--- src/rtl/hazard_ctrl_unit.sv ---
// hazard_ctrl_unit
//   Pipeline hazard controller for the 5-stage MIPS core. It drives the PC and
//   pipe-register enables and flushes for three cases:
//     - a load-use hazard, which inserts exactly one bubble
//     - a taken branch or jump, which flushes IF/ID
//     - a busy data memory, which freezes the pipeline under a watchdog
//   All state updates on the falling clock edge, the same edge the pipe
//   registers use.
//   Optional feature macro: HAZARD_PERF_CNT_EN adds the stall_cnt and
//   flush_cnt performance counters.
module hazard_ctrl_unit #(
  parameter int REG_W    = 5,
  parameter int MAX_WAIT = 15,
  parameter int CNT_W    = 16
) (
  input  logic             clk,
  input  logic             reset,
  input  logic [REG_W-1:0] id_rs,
  input  logic [REG_W-1:0] id_rt,
  input  logic             id_uses_rt,
  input  logic             ex_mem_read,
  input  logic [REG_W-1:0] ex_rt,
  input  logic             id_redirect,
  input  logic             mem_busy,
  output logic             pc_en,
  output logic             if_id_en,
  output logic             if_id_flush,
  output logic             id_ex_en,
  output logic             id_ex_flush,
  output logic             ex_mem_en,
  output logic             mem_wb_flush,
  output logic [1:0]       state,
`ifdef HAZARD_PERF_CNT_EN
  output logic [CNT_W-1:0] stall_cnt,
  output logic [CNT_W-1:0] flush_cnt,
`endif
  output logic             timeout_err
);

  typedef enum logic [1:0] {
    RUN      = 2'd0,
    LU_STALL = 2'd1,
    MEM_WAIT = 2'd2,
    FLUSH    = 2'd3
  } state_t;

  localparam logic [CNT_W-1:0] CNT_MAX  = {CNT_W{1'b1}};
  localparam logic [CNT_W-1:0] WAIT_LIM = CNT_W'(MAX_WAIT);

  state_t           cur_state, nxt_state;
  logic             pending_redirect, pending_nxt;
  logic [CNT_W-1:0] wait_cnt, wait_cnt_nxt;
  logic             timeout_nxt;
  logic             lu_hazard;

  // A load in EX writes a register that the instruction in ID reads; $zero never hazards
  assign lu_hazard = ex_mem_read && (ex_rt != '0) &&
                     ((ex_rt == id_rs) || (id_uses_rt && (ex_rt == id_rt)));

  assign state = cur_state;

  // Prioritised output decode and next-state selection
  always_comb begin
    // NOTE: every output gets a default before the priority chain, so no path leaves one unassigned and no latch is inferred.
    pc_en        = 1'b1;
    if_id_en     = 1'b1;
    if_id_flush  = 1'b0;
    id_ex_en     = 1'b1;
    id_ex_flush  = 1'b0;
    ex_mem_en    = 1'b1;
    mem_wb_flush = 1'b0;
    nxt_state    = RUN;
    pending_nxt  = pending_redirect;

    if (mem_busy) begin
      pc_en        = 1'b0;
      if_id_en     = 1'b0;
      id_ex_en     = 1'b0;
      ex_mem_en    = 1'b0;
      mem_wb_flush = 1'b1;
      nxt_state    = MEM_WAIT;
      pending_nxt  = pending_redirect | id_redirect;
    end else if (lu_hazard && (cur_state != LU_STALL)) begin
      // The redirect is ignored here; ID still holds the same instruction next cycle
      pc_en       = 1'b0;
      if_id_en    = 1'b0;
      id_ex_flush = 1'b1;
      nxt_state   = LU_STALL;
    end else if (id_redirect || pending_redirect) begin
      if_id_flush = 1'b1;
      nxt_state   = FLUSH;
      pending_nxt = 1'b0;
    end
  end

  // The memory-wait watchdog counts consecutive busy cycles and saturates
  always_comb begin
    wait_cnt_nxt = '0;
    if (mem_busy)
      wait_cnt_nxt = (wait_cnt == CNT_MAX) ? wait_cnt : wait_cnt + 1'b1;
    timeout_nxt = timeout_err | (mem_busy && (wait_cnt_nxt >= WAIT_LIM));
  end

  // Control state register, updated on the falling edge with the pipe registers
  always_ff @(negedge clk or negedge reset) begin
    if (!reset) begin
      cur_state        <= RUN;
      pending_redirect <= 1'b0;
      wait_cnt         <= '0;
      timeout_err      <= 1'b0;
    end else begin
      // NOTE: sequential state uses non-blocking assignment, so every register samples pre-edge values.
      cur_state        <= nxt_state;
      pending_redirect <= pending_nxt;
      wait_cnt         <= wait_cnt_nxt;
      timeout_err      <= timeout_nxt;
    end
  end

`ifdef HAZARD_PERF_CNT_EN
  // Saturating counts of stalled-PC cycles and IF/ID flush cycles
  always_ff @(negedge clk or negedge reset) begin
    if (!reset) begin
      stall_cnt <= '0;
      flush_cnt <= '0;
    end else begin
      if (!pc_en && (stall_cnt != CNT_MAX))
        stall_cnt <= stall_cnt + 1'b1;
      if (if_id_flush && (flush_cnt != CNT_MAX))
        flush_cnt <= flush_cnt + 1'b1;
    end
  end
`endif

endmodule

--- config.mk ---
export PLATFORM = sky130hd
export DESIGN_NAME = hazard_ctrl_unit
export DESIGN_NICKNAME = d
export VERILOG_FILES = /design/src/rtl/hazard_ctrl_unit.sv
export SDC_FILE = /design/constraint.sdc
export NUM_CORES = 1
export LEC_CHECK = 0
export ABC_AREA = 1
export CAP_MARGIN = 20
export CORE_MARGIN = 4
export CORE_UTILIZATION = 63
export CTS_CLUSTER_DIAMETER = 80
export CTS_CLUSTER_SIZE = 12
export DETAILED_ROUTE_END_ITERATION = 8
export DONT_BUFFER_PORTS = 1
export PLACE_DENSITY = 0.85
export SKIP_LAST_GASP = 1
export SYNTH_ARGS = -nofsm -noshare
export SYNTH_HDL_FRONTEND = slang
export SYNTH_SLANG_ARGS = --single-unit
--- constraint.sdc ---
create_clock -name clk -period 2.5 [get_ports clk]
set_input_delay 0.125 -clock clk [delete_from_list [all_inputs] [get_ports clk]]
set_output_delay 0.125 -clock clk [all_outputs]
set_load 0.03 [all_outputs]
# Yosys cells after proc, flatten, opt, wreduce, memory -nomap -nowiden

Index checks and enable logic that the tools add are counted.

Flip-flop bits (word level): 20
Output and inout port bits: 10

Order comparisons: 1
Reductions and logical operators: 10
Eq/ne operators: 5
Multiplexer cells: 17
Bitwise logic cells: 2
Add/sub/neg operators: 1

Operator list:

| operator              | number |
|---|---|
| $mux 16               | 2 |
| $add 16x1->16 const B | 1 |
| $eq 16x16->1 const B  | 1 |
| $ge 16x4->1 const B   | 1 |
| $mux 1                | 12 |
| $eq 5x5->1            | 2 |
| $mux 2                | 3 |
| $logic_and 1x1->1     | 5 |
| $reduce_bool 5->1     | 1 |
| $logic_or 1x1->1      | 2 |
| $ne 2x1->1 const B    | 1 |
| $ne 2x2->1 const B    | 1 |
| $or 1x1->1            | 2 |
| $reduce_and 2->1      | 1 |
| $reduce_bool 2->1     | 1 |

# Depth between registers and ports, before layout

Gate-level depths: netlist (run 1).

Word-level depth: 7
Mapped depth: 14

==> key figures, run 1 <==
Worst setup path
  – CP required: 2380 ps
  – R2R cell count: 10
  – Critical Path AT: roughly 2600 ps
  – Setup crit start kind: flip-flop
  – Crit path kind: flip-flop to output pin
  – Crit Path Max Fanout: 2
  – Crit end category: output pin

Detailed routing
  – DR vias: about 1400
  – DRC viols: 0
  – Routed Wire Length: roughly 3.3 mm
  – DR WL/cell: 12.7 um
  – Final ANT Viol Nets: 0
  – Vias per cell: 5.53
  – DR iter-0 viols: between 70 and 80
  – TritonRoute pass-1 iters: 4

Global routing
  – First-pass GRT wire length: ~5.7 mm
  – Total global-route track usage: a little over a fifth
  – Vias in the first global route: approximately 1300
  – Pin count of the biggest net entering global routing: 24
  – Overflow left after global routing: 0
  – Number of antenna violations at the first check in global routing: 0

Placed design
  – DP Worst Slack: around 120 ps
  – DP HPWL: roughly 2.5 mm
  – Routability cong.: between 0.8 and 0.9
  – PortBufs: 0
  – DP Area: between 1500 and 2000 um^2

Hold path
  – Min-Delay Path Depth: 0
  – Hold Crit Class: input pin to output pin

Floorplan
  – Top-level port count: 31
  – Starting Density: between 60% and 70%
  – CORE AREA: 2250 um^2
  – Die W: 56.9 um
  – DIE AREA: roughly 3200 um^2
  – FP Rows: 17
  – Die Y-Extent: about 57 um

STA
  – RSZ-0062 raised after global routing: true
  – Final hold viol count: 0
  – Final Skew: roughly 5.7 ps
  – Final WS setup: -182 ps
  – Headroom to the max-slew limit: between 70% and 80%
  – Fin. max-slew vios: 0
  – Setup violators final: 4
  – Actual slew at the worst max-slew pin: approximately 390 ps

Clocking
  – Clock transition at path regs: about 70 ps
  – CTS Buffer Depth: 2
  – Clock Sinks: 20
  – Root Driver: clkbuf_4
  – Clock Latency Late Sink: 310 ps
  – CTS tree: built
  – Total CTS buffers: 3
  – Number of H-tree levels: 1

Synthesis
  – Unique masters post-synth: 27
  – Post-Syn Area: approximately 1500 um^2
  – Yosys warns: 0
  – Post-synthesis net count: approximately 250
  – Synthesized area per cell: 6.73 um^2
  – Synth Register Bits: 20
  – Mapped Cells: between 200 and 250
  – Seq/Total Area, Yosys: around 33%

Status
  – Status: finished, violations left
  – Failing checks: setup timing

Cells and area
  – Post-route cell area: 1670 um^2
  – Final core occ: approximately three quarters
  – Nets@finish: around 250
  – P&R area growth vs syn: 10.9%
  – Fraction of layout cells with a size suffix above 1: 13.9%
  – Antenna Cells: 0

Power and ir drop
  – Leak: 0.910 nW
  – Total Power: just under 0.0007 W
  – PD cells: a little over 400 nW/um^2
  – Max VDD drop: 0.377 mV

Run
  – Number of max-cap violations: 0
-- layer usage --
layer	GRT usage (%)	vias up	wire, um
met2	36.4	53	1560
met4	6.29	0	51
li1	-	715	-
met3	3.22	9	247
met5	0	-	0
met1	28.5	656	1420
-- where the power goes --
group          internal [W]  switching, W   total, W  leakage, nW
Sequential         0.000334    0.00000860   0.000342        0.264
Combinational     0.0000376     0.0000482  0.0000858        0.618
Clock              0.000162      0.000103   0.000265       0.0279
-- timing repair --
action,4_1_cts,5_1_grt
gates resized for setup,0,0
endpoints found under the hold margin,0,0
buffers inserted,2,2
pin swaps,3,1
setup endpoints to repair,4,4
hold buffers,0,0
cloned,0,0
-- final cells by class --
cell class	count	area, um^2
clock inverter	1	30.0
multi-input combinational	156	841
timing repair buffer	9	80.1
clock buffer	3	22.5
sequential	20	500
inverter	42	161
fill	184	584
tap	28	35.0
-- registers in the layout, indices dropped and copies added (netlist names) --
signal / flops
state: 2
timeout_err: 1
pending_redirect: 1
wait_cnt: 16
-- path summary, 6_finish.rpt --
kind	end	start	slack, ps
setup / recovery	pc_en	state[1]	-180
hold / removal	mem_wb_flush	mem_busy	250
setup reg to reg	timeout_err	wait_cnt[0]	430
hold reg to reg	pending_redirect	pending_redirect	510
max in group asynchronous	state[0]	reset	1750
min in group asynchronous	wait_cnt[7]	reset	640
-- synthesized netlist by cell type --
master    count  area [um^2]
nand2_2       2         12.5
nor2_2        2         12.5
xnor2_1       4         35.0
nand2_4       4         45.0
nand2_1      52          195
nand3b_1      1         7.51
nand3_1      26          130
nor2_1       25         93.8
o21ai_0      12         60.1
dfrtn_1      20          500
inv_4         1         6.26
buf_4         4         30.0
o21bai_1      1         7.51
clkinv_2      1         5.00
a21oi_1       4         20.0
inv_1        40          150
ha_1          1         12.5
xor2_1        6         52.6
buf_6         1         11.3
o21ai_1       1         5.00
nand4_1       7         43.8
a31oi_1       2         12.5
a21boi_0      1         7.51
clkbuf_1      1         3.75
o22ai_1       1         6.26
nor2_4        3         33.8
nor4_1        1         6.26
-- kinds of logic after synthesis --
family,Yosys count,synth area share [%]
simple gates,123,38.5
buf+inv,48,13.7
compound gates,22,7.89
flops,20,33.2
xor+xnor,10,5.81
fa+ha+maj,1,0.830
-- through the flow --
step,hold WS (ps),instances,TNS [ps]
after detailed placement,251,251,0
after global placement,251,251,0
after floorplan,382,224,-246
final,250,259,-659
after CTS,251,257,-643
after global routing,251,259,-923
-- placed cells by master, fill, tap and decap left out, drive strengths merged --
master and count:
a21boi 1, nand3 26, nand3b 1, clkbuf 3
a21oi 4, inv 41, nand4 7, o21bai 1
bufinv 1, xor2 6, clkinv 1, o22ai 1
a31oi 2, buf 9, o21ai 13, xnor2 4
ha 1, nor2 30, nor4 1, dfrtn 20
nand2 58
-- critical path: stages (launching register included) --
cell and delay, ps:
dfrtn_1 420, inv_1 50, a21boi_2 150, buf_4 140, a31oi_4 80, buf_12 160
Note: power is estimated with default switching activity, not from simulation.
==> run 2, diff against run 1 <==
- ABC_AREA: 1 -> default
- CORE_UTILIZATION: 63 -> 62
- PLACE_DENSITY: 0.85 -> 0.84
- SLEW_MARGIN: default -> 20
==> run 2 against run 1 <==
Effect of this change:
- hold slack improved by 0.83 ps
- sequential cell count is the same
- count of clock-buffer cells in the layout did not move
- synthesized cell count down 39%
- synthesized area down 13%
- global-route usage grew 3.4 points
- final cell count decreased by 34%
- sequential power is essentially flat
- largest power group unchanged
- sequential share of layout area rose by 3.5 points
- register-to-register slack worse by 280 ps
- the flow still finishes with violations (setup timing)
- final area decreased by 11%
- non-clock buffer count increased by 3
==> key figures, run 2 <==
Worst setup path
  – Setup crit start kind: flip-flop
  – Crit Path Max Fanout: 4 (+2)
  – Setup slack, reg-to-reg: 150 ps (-280 ps)
  – Crit path from: state[0]
  – R2R Path End: timeout_err
  – CP required: 2380 ps (about the same)
  – R2R cell count: 7 (-3)
  – Critical Path AT: 2650 ps (+90 ps)
  – Crit end category: output pin
  – Worst r2r src: wait_cnt[0]
  – Worst setup path end: if_id_en
  – Crit path kind: flip-flop to output pin

Global routing
  – Overflow left after global routing: 0 (unchanged)
  – First-pass GRT wire length: 5.09 mm (-10%)
  – Total global-route track usage: 25.0% (+3.4 points)
  – Pin count of the biggest net entering global routing: 21 (-13%)
  – Vias in the first global route: 1094 (-16%)
  – Number of antenna violations at the first check in global routing: 0 (unchanged)

STA
  – Final hold viol count: 0 (unchanged)
  – Actual slew at the worst max-slew pin: 484 ps (+97.7 ps)
  – Final Skew: 4.60 ps (-1.13 ps)
  – RSZ-0062 raised after global routing: true
  – Final WS setup: -275 ps (-93.1 ps)
  – Fin. max-slew vios: 0 (unchanged)
  – Setup violators final: 5 (+1)
  – Headroom to the max-slew limit: 67.5% (-6.6 points)

Synthesis
  – Yosys top cell by area: dfrtn_1
  – Most used DFF post-synth: dfrtn_1
  – Post-Syn Area: 1310 um^2 (-13%)
  – Count leader, synth: dfrtn_1
  – Synth cell count leaders: dfrtn_1, nor2_1, nand3_1
  – Seq/Total Area, Yosys: 38.3% (+5.1 points)
  – Post-synthesis net count: 159 (-35%)
  – Share of the synthesized area in the top cell type: 38.3% (+5.1 points)
  – Async S/R FF share, synth: 100% (unchanged)
  – Synth Register Bits: 20 (unchanged)
  – Yosys warns: 0 (unchanged)
  – EDFF count, synth: 0 (unchanged)
  – Mapped Cells: 137 (-39%)
  – Area contributors post-synth: dfrtn_1, xnor2_1, xor2_1
  – Synthesized area per cell: 9.54 um^2 (+42%)
  – Unique masters post-synth: 43 (+59%)

Floorplan
  – DIE AREA: 2910 um^2 (-10%)
  – Die Y-Extent: 53.9 um (-5.2%)
  – FP Rows: 16 (-1)
  – Die W: 53.9 um (-5.2%)
  – Top-level port count: 31 (unchanged)
  – CORE AREA: 1980 um^2 (-12%)
  – Starting Density: 66.0% (-0.84 points)

Detailed routing
  – DR iter-0 viols: 48 (-38%)
  – DR WL/cell: 19.7 um (+56%)
  – Routed Wire Length: 3.37 mm (+2.7%)
  – Vias per cell: 6.68 (+21%)
  – TritonRoute pass-1 iters: 4 (unchanged)
  – DRC viols: 0 (unchanged)
  – Top Layer Used: met4
  – Met1 wire length: 1.30 mm (-8.5%)
  – WL met3: 234 um (-5.3%)
  – DR vias: 1142 (-20%)
  – Final ANT Viol Nets: 0 (unchanged)
  – Met2 WL: 1.76 mm (+12%)

Cells and area
  – Fraction of layout cells with a size suffix above 1: 24.3% (+10 points)
  – Multi-input gate area in the final layout: 781 um^2 (-7.1%)
  – Nets@finish: 167 (-34%)
  – Max reg flops: 16 (unchanged)
  – Top reg by flops: wait_cnt
  – Most frequent cells in the layout: dfrtn_1, buf_4, nor2_1, nand3_1
  – Fillcell total: 132 (-28%)
  – Most common cell after layout, fill and taps aside: dfrtn_1
  – Antenna Cells: 0 (unchanged)
  – Register area: 500 um^2 (unchanged)
  – Final core occ: 75.4% (+1.3 points)
  – P&R area growth vs syn: 14.3%

Clocking
  – Number of H-tree levels: 1 (unchanged)
  – CTS Buffer Depth: 2 (unchanged)
  – Clock Sinks: 20 (unchanged)
  – Hold-fix buffers, CTS: 0 (unchanged)
  – CTS tree: built
  – Root Driver: clkbuf_4
  – Clock transition at path regs: 80 ps (about the same)
  – Clock Latency Late Sink: 300 ps (about the same)
  – Total CTS buffers: 3 (unchanged)

Placed design
  – PortBufs: 0 (unchanged)
  – Routability cong.: 0.935 (+11%)
  – DP HPWL: 2.42 mm (-4.5%)

Power and ir drop
  – Leak: 0.583 nW (-36%)
  – Max VDD drop: 0.510 mV (+35%)
  – PD cells: 465 nW/um^2 (+12%)
  – Total Power: 0.000695 W (+0.27%)

Hold path
  – Hold Crit Class: input pin to output pin

Run
  – Number of max-cap violations: 0 (unchanged)

Status
  – Failing checks: setup timing
  – Status: finished, violations left
==> run 2: cell count changes in the layout (fill, tap and decap cells not counted), moves of 8 or more <==
cell / change
nand2_1: -44
inv_1: -38
nand3_1: -16
nor2_1: -14
o21ai_0: -8
==> run 2: metal layers <==
| layer | vias up | track usage (%) |
|---|---|---|
| li1 | 526 | - |
| met1 | 557 | 31.4 |
| met2 | 51 | 41.9 |
| met3 | 8 | 5.82 |
| met4 | 0 | 8.09 |
| met5 | - | 0 |
==> run 2: worst min-delay path by stage <==
stage          startpoint            to  slack (ps)  cells after the start
2_1_floorplan    mem_busy  mem_wb_flush         380                      1
3_3_place_gp     mem_busy  mem_wb_flush         250                      0
3_5_place_dp     mem_busy  mem_wb_flush         250                      0
4_1_cts          mem_busy  mem_wb_flush         250                      0
5_1_grt          mem_busy  mem_wb_flush         250                      0
6_report         mem_busy  mem_wb_flush         250                      0
==> run 2: timing repair <==
item                                    in CTS  in global routing
buffers inserted                             2                  2
cloned                                       0                  0
pin swaps                                    2                  3
resized for setup                            0                  2
endpoints found under the setup margin       4                  5
==> run 2: cell type report <==
cell class                 count  share of cell area (%)
multi-input combinational    105                    52.3
tap                           27                    2.26
timing repair buffer          12                    7.71
sequential                    20                    33.5
clock buffer                   3                    1.51
clock inverter                 1                    2.01
inverter                       3                   0.754
==> run 2: cell families after synthesis <==
logic type	Yosys count	synth area share, %
simple gates	58	27.5
mux	1	0.766
compound gates	29	16.3
buf+inv	12	5.55
fa+ha+maj	1	0.957
flops	20	38.3
xor+xnor	16	10.7
==> run 2: worst max-delay path, stage by stage, from the launching register on <==
cell      delay [ps]
dfrtn_1          450
inv_2             50
o221ai_2         210
a21oi_4           80
nor2_4           150
buf_12           150
==> run 2: power breakdown <==
part	total [W]	switching [W]	internal [W]
logic	0.0000907	0.0000493	0.0000414
registers	0.000339	0.00000626	0.000333
clock network	0.000265	0.000102	0.000162
==> run 2: metrics by stage <==
stage,hold WS (ps),instance area (um^2),TNS (ps),setup WS (ps),instances
after floorplan,382,1350,-586,-208,137
after global placement,250,1410,-27.4,-27.4,164
after detailed placement,250,1410,-199,-66.7,164
after CTS,251,1470,-1040,-273,169
after global routing,250,1490,-1580,-370,171
final,251,1490,-1170,-275,171
